**config.mk**
```make
export PLATFORM = sky130hd
export DESIGN_NAME = mastermind_core
export DESIGN_NICKNAME = d
export VERILOG_FILES = /design/src/rtl/mastermind_pkg.sv /design/src/rtl/mm_color_counter.sv /design/src/rtl/mastermind_core.sv
export SDC_FILE = /design/constraint.sdc
export NUM_CORES = 1
export LEC_CHECK = 0
export BUFFER_PORTS_ARGS = -buffer_cell sky130_fd_sc_hd__clkbuf_2
export CAP_MARGIN = 25
export CORE_AREA = 2 2 126 128
export CTS_CLUSTER_DIAMETER = 40
export DETAILED_ROUTE_END_ITERATION = 6
export DIE_AREA = 0 0 128 130
export PLACE_DENSITY = 0.94
export SLEW_MARGIN = 5
export SYNTH_ARGS = -nofsm -noshare
export SYNTH_HDL_FRONTEND = slang
export SYNTH_SLANG_ARGS = --single-unit
export TNS_END_PERCENT = 100
```
**constraint.sdc**
```tcl
create_clock -name clk -period 15.2 [get_ports clk]
set_input_delay 0.76 -clock clk [delete_from_list [all_inputs] [get_ports clk]]
set_output_delay 0.76 -clock clk [all_outputs]
set_load 0.02 [all_outputs]
```
**src/rtl/mastermind_pkg.sv**
```systemverilog
`default_nettype none
// ============================================================================
//  Module      : mastermind_pkg
//  Description : Shared state encoding, parameter defaults and width helpers
//                for the Mastermind game engine.
//  Revision    : 1.0 - initial release
// ============================================================================
package mastermind_pkg;

    // Game engine states
    typedef enum logic [2:0] {
        IDLE        = 3'd0,
        WAIT_GUESS  = 3'd1,
        SCORE_EXACT = 3'd2,
        SCORE_COLOR = 3'd3,
        WRITE       = 3'd4,
        WON         = 3'd5,
        LOST        = 3'd6
    } state_t;

    localparam int DEF_NUM_PEGS  = 4;
    localparam int DEF_COLOR_W   = 3;
    localparam int DEF_MAX_TURNS = 8;

    // Width able to hold a peg count 0..pegs
    function automatic int cnt_width(input int pegs);
        return $clog2(pegs + 1);
    endfunction

    // Width able to hold a turn count 0..turns
    function automatic int turn_width(input int turns);
        return $clog2(turns + 1);
    endfunction

    // Width of a history index 0..turns-1, at least one bit
    function automatic int idx_width(input int turns);
        return (turns > 1) ? $clog2(turns) : 1;
    endfunction

endpackage
`default_nettype wire

```
**src/rtl/mm_color_counter.sv**
```systemverilog
`default_nettype none
// ============================================================================
//  Module      : mm_color_counter
//  Description : For one colour, counts its occurrences in the code and in
//                the guess and returns the smaller count.
//  Revision    : 1.0 - initial release
// ============================================================================
module mm_color_counter #(
    parameter int NUM_PEGS = 4,
    parameter int COLOR_W  = 3,
    parameter int CNT_W    = 3
) (
    input  logic [NUM_PEGS*COLOR_W-1:0] code,
    input  logic [NUM_PEGS*COLOR_W-1:0] guess,
    input  logic [COLOR_W-1:0]          color,
    output logic [CNT_W-1:0]            min_count
);

    logic [CNT_W-1:0] code_cnt;
    logic [CNT_W-1:0] guess_cnt;

    // Tally the colour in both vectors and keep the minimum
    always_comb begin
        code_cnt  = '0;
        guess_cnt = '0;
        for (int i = 0; i < NUM_PEGS; i++) begin
            if (code[i*COLOR_W +: COLOR_W] == color) begin
                code_cnt = code_cnt + CNT_W'(1);
            end
            if (guess[i*COLOR_W +: COLOR_W] == color) begin
                guess_cnt = guess_cnt + CNT_W'(1);
            end
        end
        min_count = (code_cnt < guess_cnt) ? code_cnt : guess_cnt;
    end

endmodule
`default_nettype wire

```
**src/rtl/mastermind_core.sv**
```systemverilog
`default_nettype none
// ============================================================================
//  Module      : mastermind_core
//  Description : Mastermind game engine. Holds the secret code and the guess
//                and feedback history, scores each guess over several cycles
//                (exact pass, then one cycle per colour), and tracks the turn
//                count and win/loss.
//                Optional MASTERMIND_DUP_REJECT_EN: a guess already played in
//                the current game is refused without consuming a turn.
//  Revision    : 1.0 - initial release
// ============================================================================
module mastermind_core
    import mastermind_pkg::*;
#(
    parameter  int NUM_PEGS  = DEF_NUM_PEGS,
    parameter  int COLOR_W   = DEF_COLOR_W,
    parameter  int MAX_TURNS = DEF_MAX_TURNS,
    localparam int CNT_W     = cnt_width(NUM_PEGS),
    localparam int TURN_W    = turn_width(MAX_TURNS),
    localparam int IDX_W     = idx_width(MAX_TURNS),
    localparam int CODE_W    = NUM_PEGS * COLOR_W
) (
    input  logic              clk,
    input  logic              reset,
    input  logic              new_game,
    input  logic [CODE_W-1:0] code_in,
    input  logic [CODE_W-1:0] guess_in,
    input  logic              guess_valid,
    output logic              guess_ready,
    output logic              score_valid,
    output logic [CNT_W-1:0]  last_exact,
    output logic [CNT_W-1:0]  last_partial,
    output logic [TURN_W-1:0] turn_count,
    output logic              won,
    output logic              lost,
    input  logic [IDX_W-1:0]  view_turn,
    output logic [CODE_W-1:0] view_guess,
    output logic [CNT_W-1:0]  view_exact,
    output logic [CNT_W-1:0]  view_partial,
    output logic              dup_reject
);

    state_t              state_q,        state_d;
    logic [CODE_W-1:0]   code_q,         code_d;
    logic [CODE_W-1:0]   guess_q,        guess_d;
    logic [CNT_W-1:0]    exact_q,        exact_d;
    logic [CNT_W-1:0]    acc_q,          acc_d;
    logic [COLOR_W-1:0]  color_idx_q,    color_idx_d;
    logic [TURN_W-1:0]   turn_count_q,   turn_count_d;
    logic [CNT_W-1:0]    last_exact_q,   last_exact_d;
    logic [CNT_W-1:0]    last_partial_q, last_partial_d;
    logic                score_valid_q,  score_valid_d;

    logic [CODE_W-1:0]   hist_guess_q   [MAX_TURNS];
    logic [CODE_W-1:0]   hist_guess_d   [MAX_TURNS];
    logic [CNT_W-1:0]    hist_exact_q   [MAX_TURNS];
    logic [CNT_W-1:0]    hist_exact_d   [MAX_TURNS];
    logic [CNT_W-1:0]    hist_partial_q [MAX_TURNS];
    logic [CNT_W-1:0]    hist_partial_d [MAX_TURNS];

    logic [CNT_W-1:0]    exact_now;
    logic [CNT_W-1:0]    color_min;
    logic [CNT_W-1:0]    partial_now;
    logic [TURN_W-1:0]   turn_next;
    logic [TURN_W-1:0]   view_turn_ext;

    // Single shared colour counter; the FSM steps its colour index
    mm_color_counter #(
        .NUM_PEGS (NUM_PEGS),
        .COLOR_W  (COLOR_W),
        .CNT_W    (CNT_W)
    ) u_color_counter (
        .code      (code_q),
        .guess     (guess_q),
        .color     (color_idx_q),
        .min_count (color_min)
    );

    // Count pegs matching in both colour and position
    always_comb begin
        exact_now = '0;
        for (int i = 0; i < NUM_PEGS; i++) begin
            if (guess_q[i*COLOR_W +: COLOR_W] == code_q[i*COLOR_W +: COLOR_W]) begin
                exact_now = exact_now + CNT_W'(1);
            end
        end
    end

    // The colour-match total always includes the exact pegs, so this cannot underflow
    assign partial_now = acc_q - exact_q;
    assign turn_next   = turn_count_q + TURN_W'(1);

`ifdef MASTERMIND_DUP_REJECT_EN
    logic dup_hit;
    logic dup_reject_q, dup_reject_d;

    // Compare the pending guess against every guess already stored this game
    always_comb begin
        dup_hit = 1'b0;
        for (int t = 0; t < MAX_TURNS; t++) begin
            if ((TURN_W'(t) < turn_count_q) && (hist_guess_q[t] == guess_q)) begin
                dup_hit = 1'b1;
            end
        end
    end
`endif

    // Next-state and datapath updates; new_game overrides everything
    always_comb begin
        state_d        = state_q;
        code_d         = code_q;
        guess_d        = guess_q;
        exact_d        = exact_q;
        acc_d          = acc_q;
        color_idx_d    = color_idx_q;
        turn_count_d   = turn_count_q;
        last_exact_d   = last_exact_q;
        last_partial_d = last_partial_q;
        score_valid_d  = 1'b0;
        hist_guess_d   = hist_guess_q;
        hist_exact_d   = hist_exact_q;
        hist_partial_d = hist_partial_q;
`ifdef MASTERMIND_DUP_REJECT_EN
        dup_reject_d   = 1'b0;
`endif

        if (new_game) begin
            code_d         = code_in;
            exact_d        = '0;
            acc_d          = '0;
            color_idx_d    = '0;
            turn_count_d   = '0;
            last_exact_d   = '0;
            last_partial_d = '0;
            for (int t = 0; t < MAX_TURNS; t++) begin
                hist_guess_d[t]   = '0;
                hist_exact_d[t]   = '0;
                hist_partial_d[t] = '0;
            end
            state_d = WAIT_GUESS;
        end else begin
            case (state_q)
                WAIT_GUESS: begin
                    if (guess_valid) begin
                        guess_d = guess_in;
                        state_d = SCORE_EXACT;
                    end
                end
                SCORE_EXACT: begin
                    exact_d     = exact_now;
                    acc_d       = '0;
                    color_idx_d = '0;
                    state_d     = SCORE_COLOR;
`ifdef MASTERMIND_DUP_REJECT_EN
                    if (dup_hit) begin
                        dup_reject_d = 1'b1;
                        state_d      = WAIT_GUESS;
                    end
`endif
                end
                SCORE_COLOR: begin
                    acc_d       = acc_q + color_min;
                    color_idx_d = color_idx_q + COLOR_W'(1);
                    if (color_idx_q == {COLOR_W{1'b1}}) begin
                        state_d = WRITE;
                    end
                end
                WRITE: begin
                    hist_guess_d[turn_count_q[IDX_W-1:0]]   = guess_q;
                    hist_exact_d[turn_count_q[IDX_W-1:0]]   = exact_q;
                    hist_partial_d[turn_count_q[IDX_W-1:0]] = partial_now;
                    turn_count_d   = turn_next;
                    last_exact_d   = exact_q;
                    last_partial_d = partial_now;
                    score_valid_d  = 1'b1;
                    if (exact_q == CNT_W'(NUM_PEGS)) begin
                        state_d = WON;
                    end else if (turn_next == TURN_W'(MAX_TURNS)) begin
                        state_d = LOST;
                    end else begin
                        state_d = WAIT_GUESS;
                    end
                end
                IDLE, WON, LOST: begin
                    state_d = state_q;
                end
                default: begin
                    state_d = IDLE;
                end
            endcase
        end
    end

    // State and datapath registers
    always_ff @(posedge clk or posedge reset) begin
        if (reset) begin
            state_q        <= IDLE;
            code_q         <= '0;
            guess_q        <= '0;
            exact_q        <= '0;
            acc_q          <= '0;
            color_idx_q    <= '0;
            turn_count_q   <= '0;
            last_exact_q   <= '0;
            last_partial_q <= '0;
            score_valid_q  <= 1'b0;
            for (int t = 0; t < MAX_TURNS; t++) begin
                hist_guess_q[t]   <= '0;
                hist_exact_q[t]   <= '0;
                hist_partial_q[t] <= '0;
            end
        end else begin
            state_q        <= state_d;
            code_q         <= code_d;
            guess_q        <= guess_d;
            exact_q        <= exact_d;
            acc_q          <= acc_d;
            color_idx_q    <= color_idx_d;
            turn_count_q   <= turn_count_d;
            last_exact_q   <= last_exact_d;
            last_partial_q <= last_partial_d;
            score_valid_q  <= score_valid_d;
            hist_guess_q   <= hist_guess_d;
            hist_exact_q   <= hist_exact_d;
            hist_partial_q <= hist_partial_d;
        end
    end

`ifdef MASTERMIND_DUP_REJECT_EN
    // Duplicate-refusal pulse register
    always_ff @(posedge clk or posedge reset) begin
        if (reset) begin
            dup_reject_q <= 1'b0;
        end else begin
            dup_reject_q <= dup_reject_d;
        end
    end

    assign dup_reject = dup_reject_q;
`else
    assign dup_reject = 1'b0;
`endif

    assign guess_ready  = (state_q == WAIT_GUESS);
    assign score_valid  = score_valid_q;
    assign last_exact   = last_exact_q;
    assign last_partial = last_partial_q;
    assign turn_count   = turn_count_q;
    assign won          = (state_q == WON);
    assign lost         = (state_q == LOST);

    assign view_turn_ext = TURN_W'(view_turn);

    // History read port: slots not yet written this game read as zero
    always_comb begin
        view_guess   = '0;
        view_exact   = '0;
        view_partial = '0;
        if (view_turn_ext < turn_count_q) begin
            view_guess   = hist_guess_q[view_turn];
            view_exact   = hist_exact_q[view_turn];
            view_partial = hist_partial_q[view_turn];
        end
    end

endmodule
`default_nettype wire

```
==> reports/results.tsv <==
stage	metric	value	unit
placement	I/O Buffers	62	
synth	Gate Count Post-Synth	1007	
placement	Placed Cells	1202	
worst_setup_path	CP Capture Type	flop	
timing	Final Skew	9.58	ps
global_routing	largest net degree at the start of global routing	106	
cells_and_area	# diodes	0	
floorplan	Cell Rows	46	
timing	Setup violations, final	0	
pwr	Cell Pwr Density	132	nW/um2
global_routing	vias in the first global route	8188	
worst_setup_path	CP bufs+invs	1	
synth	ys flop type	dfrtp_1	
floorplan	Vert. Die Dim	130	um
run_status	run status	finished clean	
timing	setup TNS	0	ps
worst_setup_path	slowest cell on the critical path	dfrtp_1	
floorplan	Die X	128	um
cells_and_area	layout cells sized above 1	17.1	%
cells_and_area	fin cells	1236	
pwr	Final Power	1.44	mW
clocking	CTS Buf Count	17	
cells_and_area	final instance area	10900	um2
clocking	Clock Path Buffers	2	
floorplan	Die ar.	16600	um2
timing	Final Critical Period	4530	ps
clocking	Clock Pin Slew Worst Setup and Hold Paths	70	ps
synth	Avg Cell Area, Syn	9.82	um2
worst_setup_path	arrival time at the worst endpoint	4820	ps
synth	Synth Net Count	1061	
clocking	number of post-CTS setup repair buffers	0	
worst_setup_path	Top delay family on crit path	adder cells	
global_routing	antenna violations before repair	0	
timing	Final period util	29.8	%
clocking	Hold-fix buffers, CTS	0	
floorplan	initial core utilization	64.1	%
floorplan	Core Area	15400	um2
routing	Total Routed Length	26.7	mm
min_path	worst min path class	in -> async	
clocking	H-tree levels	4	
synth	Netlist cell types	45	
clocking	Resized Gates After CTS	0	
routing	Initial DRC Count	1168	
clocking	root buf cell	clkbuf_16	
timing	final hold violation count	0	
global_routing	first-pass GRT wire length	41.6	mm
worst_setup_path	critical path data required time	15490	ps
clocking	clk sink count	191	
worst_setup_path	Max FO, Critical Path	10	
timing	Slew @ Worst Pin	1160	ps
cells_and_area	nets@finish	1085	
worst_setup_path	critical path, cell by cell	xnor2_1, and3_1, ha_1, nor4_1, or2_2, ha_1, mux2i_1, inv_1, ha_1, nand2_1, a21oi_1, a21oi_1, ha_1, fa_1, xnor2_1, nand2_1, nand2_1, a21oi_1, nor2_1	
global_routing	Congestion Overflow GR	0	
placement	routability congestion estimate from global placement	0.903	
synth	asr flop ratio synth	100	%
worst_setup_path	Setup CP Type	reg -> reg	
pwr	P_leak	4.84	nW
synth	number of synthesized flops with an enable pin	0	
worst_setup_path	Crit path largest cell delay	670	ps
timing	relative slew slack	22.8	%
timing	Slew Limit Fails	0	
pwr	VDD IR max	0.000140	V
timing	RSZ-0062 raised after global routing	no	
worst_setup_path	most used cell, CP	ha_1	
routing	# DRC	0	
synth	Yosys reg bits	191	
worst_setup_path	startpoint types	flop	
flow_run	Max-Cap Viols	0	
synth	Post-Syn Area	9890	um2
placement	detailed placement HPWL	15.9	mm
routing	DR vias/cell	6.67	
routing	Vias	8250	
synth	sequential area share after synthesis	48.3	%
clocking	worst skew pair latency	450	ps
timing	Fmax	221	MHz
placement	placed cell area	10200	um2
clocking	CTS tree	built	
global_routing	All-Layer GR Usage	32.8	%
routing	remaining antenna violation count after routing	0	
routing	Routed WL per cell	21.6	um
synth	YS warnings	0	
cells_and_area	Layout area overhead	10.0	%
floorplan	# IOs	64	
routing	DR pass1 iterations	7	
[per-layer routing]
| layer | global-route usage (%) | wire length [um] | share of wire [%] | vias to the layer above |
|---|---|---|---|---|
| met4 | 19.5 | 1610 | 6.0 | 0 |
| met5 | 0 | 0 | 0 | - |
| li1 | - | - | - | 3434 |
| met2 | 53.3 | 13100 | 49 | 579 |
| met1 | 40.3 | 9400 | 35 | 4065 |
| met3 | 8.32 | 2590 | 9.7 | 172 |
[flip-flops by register name, indices dropped and copies added, names as in the netlist]
name	count
acc_q	3
code_q	12
color_idx_q	3
exact_q	3
guess_q	12
hist_exact_q	24
hist_guess_q	96
hist_partial_q	24
last_exact	3
last_partial	3
score_valid	1
state_q	3
turn_count	4
[synth_stat cells, drive strengths merged, types with 3 or more instances]
| library cell | number | area share, % |
|---|---|---|
| or2 | 3 | 0.19 |
| nand2b | 8 | 0.51 |
| and3 | 7 | 0.44 |
| nand4 | 4 | 0.25 |
| nand2 | 229 | 8.7 |
| buf | 22 | 1.3 |
| xnor2 | 31 | 2.7 |
| a21oi | 111 | 5.6 |
| xor2 | 15 | 1.3 |
| inv | 21 | 0.80 |
| clkbuf | 50 | 1.9 |
| ha | 21 | 2.7 |
| mux4 | 36 | 8.2 |
| nor2 | 95 | 3.6 |
| nor3 | 8 | 0.56 |
| a211oi | 3 | 0.23 |
| dfrtp | 191 | 48 |
| mux2i | 50 | 5.1 |
| o21ai | 37 | 1.9 |
| nand3 | 17 | 0.86 |
| or3 | 5 | 0.37 |
| mux2 | 24 | 2.7 |
[layout make-up]
type                    instances  area (um2)
fillers                       952        4540
repair buffers                 77         453
flip-flops and latches        191        4780
clock buffers                  20         447
clock inverters                12         160
multi-input cells             723        4720
well taps                     192         240
inverters                      21        83.8
[final timing paths]
check / start / end / slack, ps / cells past startpoint
hold reg to reg: hist_partial_q[14]$_DFFE_PP0P_ / hist_partial_q[14]$_DFFE_PP0P_ / 490 / 2
hold / removal: reset / hist_guess_q[45]$_DFFE_PP0P_ / 410 / 2
setup / recovery: color_idx_q[2]$_DFFE_PP0P_ / acc_q[2]$_DFFE_PP0P_ / 10670 / 19
min in group clk: hist_partial_q[14]$_DFFE_PP0P_ / hist_partial_q[14]$_DFFE_PP0P_ / 490 / 2
max in group asynchronous: reset / color_idx_q[1]$_DFFE_PP0P_ / 13370 / 4
setup reg to reg: color_idx_q[2]$_DFFE_PP0P_ / acc_q[2]$_DFFE_PP0P_ / 10670 / 19
[worst reg2reg max path: stages (launching register included)]
cell     delay (ps)
dfrtp_1         670
xnor2_1         130
and3_1          220
ha_1            340
nor4_1          470
or2_2           190
ha_1            220
mux2i_1         190
inv_1           100
ha_1            320
nand2_1          80
a21oi_1         150
a21oi_1          60
ha_1            210
fa_1            400
xnor2_1         170
nand2_1          90
nand2_1          90
a21oi_1         220
nor2_1           60
[metrics by stage]
| stage | util [%] | worst slack, ps | hold slack [ps] |
|---|---|---|---|
| finish | 70.6 | 10670 | 406 |
| global route | 70.6 | 10440 | 472 |
| CTS | 70.3 | 10740 | 428 |
| detailed placement | 66.4 | 10900 | 468 |
| global placement | 66.4 | 11180 | 458 |
| floorplan | - | 9240 | 445 |
[cells by family after synthesis]
kind of cell    synth area share, %
compound gates                 8.52
xor+xnor                       4.07
fa+ha+maj                      3.06
buf+inv                        3.95
flops                          48.3
mux                            16.0
other cells                  0.0379
simple gates                   16.1
[power breakdown]
group / switching (mW) / total [mW] / internal (mW)
registers: 0.102 / 0.640 / 0.538
logic: 0.197 / 0.334 / 0.137
clock network: 0.197 / 0.461 / 0.264
total: 0.496 / 1.44 / 0.939
[layout by cell type (no fill, tap or decap), types with 5 or more instances in the layout]
cell	n
nand2_1	229
dfrtp_1	191
a21oi_1	111
nor2_1	94
clkbuf_2	61
mux2i_1	50
o21ai_0	36
mux4_2	36
xnor2_1	31
mux2_2	24
ha_1	21
inv_1	20
nand3_1	17
clkbuf_16	17
xor2_1	15
buf_4	14
nand2b_1	8
and3_1	7
nor3_1	5
Power figures use the tool's default switching activity.
